### src/rtl/intc_req_if.sv
// Data-memory bus slice seen by the interrupt request controller.
// The CPU side drives select/write/address/data; the controller returns read data.
interface intc_req_if;
    logic        sel;
    logic        we;
    logic [4:0]  addr;
    logic [31:0] wd;
    logic [31:0] rd;

    modport master (output sel, output we, output addr, output wd, input rd);
    modport slave  (input sel, input we, input addr, input wd, output rd);
endinterface

### src/rtl/intc_req.sv
// Fixed-priority interrupt request controller presenting one-hot done1..done4 to the CPU.
// Optional sticky overrun register at 0x10 is built when INTC_OVERRUN_EN is defined.
module intc_req #(
    parameter int NSRC = 4
) (
    input  logic            clk,
    input  logic            reset,
    input  logic [NSRC-1:0] irq_src,
    input  logic            int_ack,
    intc_req_if.slave       bus,
    output logic            done1,
    output logic            done2,
    output logic            done3,
    output logic            done4
);

    typedef enum logic [1:0] {IDLE, REQ, SERVICE} state_t;

    state_t          state, state_n;
    logic [NSRC-1:0] prev;
    logic [NSRC-1:0] pending;
    logic [NSRC-1:0] mask;
    logic [NSRC-1:0] overrun;
    logic [1:0]      req_id;
    logic            insvc_valid;
    logic [1:0]      insvc_id;

    logic [NSRC-1:0] rise;
    logic [NSRC-1:0] ack_clr;
    logic [NSRC-1:0] active;
    logic [2:0]      word;
    logic            wr;
    logic            ack;
    logic            eoi;
    logic [31:0]     rd_val;
    logic            unused_bits;

    function automatic logic [1:0] lowest_set(input logic [NSRC-1:0] v);
        logic [1:0] id;
        id = 2'd0;
        for (int i = NSRC - 1; i >= 0; i--) begin
            if (v[i]) id = i[1:0];
        end
        return id;
    endfunction

    assign word        = bus.addr[4:2];
    assign wr          = bus.sel & bus.we;
    assign rise        = irq_src & ~prev;
    assign active      = pending & mask;
    assign ack         = (state == REQ) && int_ack;
    assign eoi         = (state == SERVICE) && wr && (word == 3'd3);
    assign ack_clr     = ack ? (NSRC'(1) << req_id) : '0;
    assign unused_bits = ^{bus.wd[31:NSRC], bus.addr[1:0]};

    always_comb begin
        state_n = state;
        case (state)
            IDLE:    if (|active) state_n = REQ;
            REQ:     if (int_ack) state_n = SERVICE;
            SERVICE: if (eoi)     state_n = IDLE;
            default: state_n = IDLE;
        endcase
    end

    always_ff @(posedge clk or posedge reset) begin
        if (reset) state <= IDLE;
        else       state <= state_n;
    end

    // A new edge on the source being acknowledged wins over the ack clear.
    always_ff @(posedge clk or posedge reset) begin
        if (reset) begin
            prev        <= '0;
            pending     <= '0;
            mask        <= '1;
            req_id      <= 2'd0;
            insvc_valid <= 1'b0;
            insvc_id    <= 2'd0;
        end else begin
            prev    <= irq_src;
            pending <= (pending & ~ack_clr) | rise;
            if (wr && word == 3'd1) mask <= bus.wd[NSRC-1:0];
            if (state == IDLE && |active) req_id <= lowest_set(active);
            if (ack) begin
                insvc_valid <= 1'b1;
                insvc_id    <= req_id;
            end else if (eoi) begin
                insvc_valid <= 1'b0;
            end
        end
    end

`ifdef INTC_OVERRUN_EN
    logic [NSRC-1:0] ovr_set;
    logic [NSRC-1:0] ovr_w1c;

    assign ovr_set = rise & pending & ~ack_clr;
    assign ovr_w1c = (wr && word == 3'd4) ? bus.wd[NSRC-1:0] : '0;

    always_ff @(posedge clk or posedge reset) begin
        if (reset) overrun <= '0;
        else       overrun <= (overrun & ~ovr_w1c) | ovr_set;
    end
`else
    assign overrun = '0;
`endif

    always_comb begin
        rd_val = 32'd0;
        if (bus.sel) begin
            case (word)
                3'd0:    rd_val = {{(32-NSRC){1'b0}}, pending};
                3'd1:    rd_val = {{(32-NSRC){1'b0}}, mask};
                3'd2:    rd_val = {29'd0, insvc_valid, insvc_id};
                3'd4:    rd_val = {{(32-NSRC){1'b0}}, overrun};
                default: rd_val = 32'd0;
            endcase
        end
    end

    assign bus.rd = rd_val;

    assign done1 = (state == REQ) && (req_id == 2'd0);
    assign done2 = (state == REQ) && (req_id == 2'd1);
    assign done3 = (state == REQ) && (req_id == 2'd2);
    assign done4 = (state == REQ) && (req_id == 2'd3);

endmodule

### src/flat_wrapper.sv
// flat-port wrapper written by rule: the top's interface ports become plain ports
module intc_req_flat 
#(
    parameter int NSRC = 4
)
  (clk, reset, irq_src, int_ack, done1, done2, done3, done4, bus_sel, bus_we, bus_addr, bus_wd, bus_rd);
  intc_req_if bus_i ();
  input  logic clk;
  input  logic reset;
  input  logic [NSRC-1:0] irq_src;
  input  logic int_ack;
  output logic done1;
  output logic done2;
  output logic done3;
  output logic done4;
  input wire logic [$bits(bus_i.sel)-1:0] bus_sel;
  input wire logic [$bits(bus_i.we)-1:0] bus_we;
  input wire logic [$bits(bus_i.addr)-1:0] bus_addr;
  input wire logic [$bits(bus_i.wd)-1:0] bus_wd;
  output wire logic [$bits(bus_i.rd)-1:0] bus_rd;
  assign bus_i.sel = bus_sel;
  assign bus_i.we = bus_we;
  assign bus_i.addr = bus_addr;
  assign bus_i.wd = bus_wd;
  assign bus_rd = bus_i.rd;
  intc_req #(.NSRC(NSRC)) u_core (.clk(clk), .reset(reset), .irq_src(irq_src), .int_ack(int_ack), .bus(bus_i), .done1(done1), .done2(done2), .done3(done3), .done4(done4));
endmodule
### config.mk
export PLATFORM = sky130hd
export DESIGN_NAME = intc_req_flat
export DESIGN_NICKNAME = d
export VERILOG_FILES = /design/src/rtl/intc_req_if.sv /design/src/rtl/intc_req.sv /design/src/flat_wrapper.sv
export SDC_FILE = /design/constraint.sdc
export NUM_CORES = 1
export LEC_CHECK = 0
export ABC_AREA = 1
export BUFFER_PORTS_ARGS = -buffer_cell sky130_fd_sc_hd__buf_4
export CORE_ASPECT_RATIO = 1.25
export CORE_MARGIN = 2
export CORE_UTILIZATION = 40
export CTS_BUF_LIST = sky130_fd_sc_hd__clkbuf_8 sky130_fd_sc_hd__clkbuf_16
export DETAILED_ROUTE_END_ITERATION = 10
export GPL_TIMING_DRIVEN = 0
export PLACE_DENSITY = 0.79
export SKIP_LAST_GASP = 1
export SLEW_MARGIN = 30
export SYNTH_ARGS = -nofsm -noshare
export SYNTH_HDL_FRONTEND = slang
export SYNTH_SLANG_ARGS = --single-unit
export TNS_END_PERCENT = 20
### constraint.sdc
create_clock -name clk -period 1.1 [get_ports clk]
set_input_delay 0.11 -clock clk [delete_from_list [all_inputs] [get_ports clk]]
set_output_delay 0.11 -clock clk [all_outputs]
set_load 0.02 [all_outputs]
==> results.toml <==
[critical_path]
crit_path_max_fanout = 3
cp-end-kind = "primary output"
crit_type = "flop to primary output"
worstPathArrival_ps = 1200
critPathLaunchType = "flop"
required_ps = 990

[floorplan]
die_area_sq_um = 3310
coreArea_sq_um = 2710
initial_utilization_pct = 42.3
die_w_microns = 51.8
rows = 21
io_pins = 82
die_height_microns = 63.8

[layout]
layout_commonest_cell = "buf_4"
final_cell_mix = "buf_4, nand2_1, conb_1, inv_1, dfrtp_1"
num_antenna_cells = 0
syn_to_final_growth_pct = 40.7
drive_gt1_share_pct = 34.9
layout.nets = 256
num-fill-cells = 277

[status]
status = "finished, violations left"
violations = "negative setup slack"

[yosys]
synth.ff_latch_count = 19
ys_warn_count = 0
ys_seq_area_share_pct = 42.0
synth_top_area_share_pct = 32.8
synth_top_cells_by_area = "dfrtp_1, buf_4, nand2_1, dfstp_2, o21ai_0"
syn_inst = 147
synth_top_cell_by_area = "dfrtp_1"
syn_area_sq_um = 1140
synth.distinct_cells = 19
avgSynthCellArea_sq_um = 7.78

[timing]
period_needed_ps = 1310
post-route-period-util_pct = 119
finalSetupViolCount = 12
fin_skew_ps = 0.847
slew_headroom_pct = 53.6
slew_violations = 0
rsz0062_at_grt = "true"
clock.fmax_ghz = 0.764
tightest_slew_ps = 696
hold_violations = 0
worst_slack_ps = -208

[clocking]
cts_tree = "yes"
cts_sinks = 19
ctsHtreeMaxLevel = 1
cts-root-buf = "clkbuf_8"
clkLatencyLatePin_ps = 260
cts_buffers = 3
max-clock-path-buffers = 2
clk_pin_slew_ps = 70

[placed_design]
portBuffers = 23
globalplace.congestion = 0.793
place_hpwl_microns = 1700
dp_slack_ps = -8.27

[grt]
grt_remaining_overflow = 0
grt_max_degree = 20
first_global_vias = 861
grt_pass1_wl_microns = 3340
globalRouteTotalUtil_pct = 13.5
grt_antenna_before_repair = 0

[route]
via_count = 998
maxUsedRoutingLayer = "met4"
wl_met2_microns = 1030
vias_per_cell = 4.11
met1_length_microns = 953
wire_per_inst_microns = 8.98
met3WireLength_microns = 147
drcViolationCount = 0
wirelength_microns = 2180
first_pass_iters = 4
detail-route-antenna-nets = 0
drt-initial-drc-count = 4

[hold_path]
min-delay-path-class = "primary input to flop"

[pwr]
finalPower_mw = 2.52
comb_power_share_pct = 40.1
internal_power_mw = 1.56
p_sw_mw = 0.962
power_density_nw_per_um2 = 1570
swShare_pct = 38.2
vdd.ir_drop.worst_mv = 1.18
p_seq_share_pct = 41.3
p_leak_nw = 0.903
pwr-share-clk_pct = 18.5

[job]
maxCapViolations = 0
metrics by stage:
stage          instances  utilization [%]  area [sq um]  TNS [ps]  hold WS, ps
2_1_floorplan        174                -          1240         0         58.2
3_3_place_gp         231             54.0          1460         0          228
3_5_place_dp         231             54.0          1460     -14.2          230
4_1_cts              242             58.1          1570     -1550         51.9
5_1_grt              243             59.5          1610     -3080         58.4
6_report             243             59.5          1610     -1610         53.0
cells by family after synthesis:
group           after synthesis  synth area share, %
other cells                   1                0.328
buf+inv                      46                 24.3
compound gates               16                 7.44
flops                        19                 42.0
simple gates                 65                 25.9
state kept, by name, indices dropped and copies added (netlist names):
name,count
u_core.mask,4
u_core.pending,4
u_core.prev,4
u_core.insvc_id,2
u_core.req_id,2
u_core.state,2
u_core.insvc_valid,1
layout make-up:
| cell class | instances | area, sq um | share of cell area, % |
|---|---|---|---|
| multi-input combinational | 109 | 507 | 31.5 |
| sequential | 19 | 480 | 29.9 |
| timing repair buffer | 31 | 256 | 15.9 |
| buffer | 28 | 210 | 13.1 |
| inverter | 18 | 67.6 | 4.20 |
| tap | 34 | 42.5 | 2.64 |
| clock buffer | 3 | 41.3 | 2.57 |
| clock inverter | 1 | 3.75 | 0.233 |
worst max-delay path, cell delays in order, from the launching register on:
cell and delay (ps):
dfstp_2 550, nand4_1 90, nand3_1 80, nand2_1 50, inv_1 40, buf_4 130
power by group through the flow:
stage	logic, mW	registers (mW)	clock network [mW]
final	1.01	1.04	0.467
after global routing	1.13	1.05	0.508
after CTS	0.947	1.03	0.480
after detailed placement	0.888	1.05	0
after global placement	0.869	1.04	0
after floorplan	0.676	1.00	0
worst paths after layout:
path / cells past startpoint / slack [ps] / from / end
max reg2reg: 6 / -70 / u_core.mask[2] / u_core.req_id[0]
min in group asynchronous: 3 / 510 / reset / u_core.prev[2]
max: 5 / -210 / u_core.mask[0] / bus_rd[0]
max in group asynchronous: 3 / 140 / reset / u_core.prev[1]
min reg2reg: 1 / 420 / u_core.prev[0] / u_core.pending[0]
min: 3 / 50 / bus_wd[2] / u_core.mask[2]
timing repair:
item,CTS,global route
pin swaps,2,2
gates cloned,0,0
hold endpoints to repair,19,0
endpoints found under the setup margin,12,30
hold buffers,5,0
buffers inserted,2,1
resized for setup,2,8
per-layer routing:
layer | global-route usage, % | vias to the layer above
met5 | 0 | -
met1 | 15.4 | 426
li1 | - | 530
met4 | 6.91 | 0
met2 | 23.1 | 37
met3 | 2.57 | 5
Yosys cell counts:
master	count
nor2_4	2
inv_1	16
o21bai_1	1
conb_1	1
nand4_1	4
nand2_2	2
nor2_1	8
buf_4	28
nand2_1	36
a21boi_0	1
dfstp_2	4
or2_1	1
nand3_2	1
dfrtp_1	15
o21ai_0	13
nand3_1	10
a21oi_1	1
nor3_1	1
inv_2	2
Power figures use the tool's default switching activity.
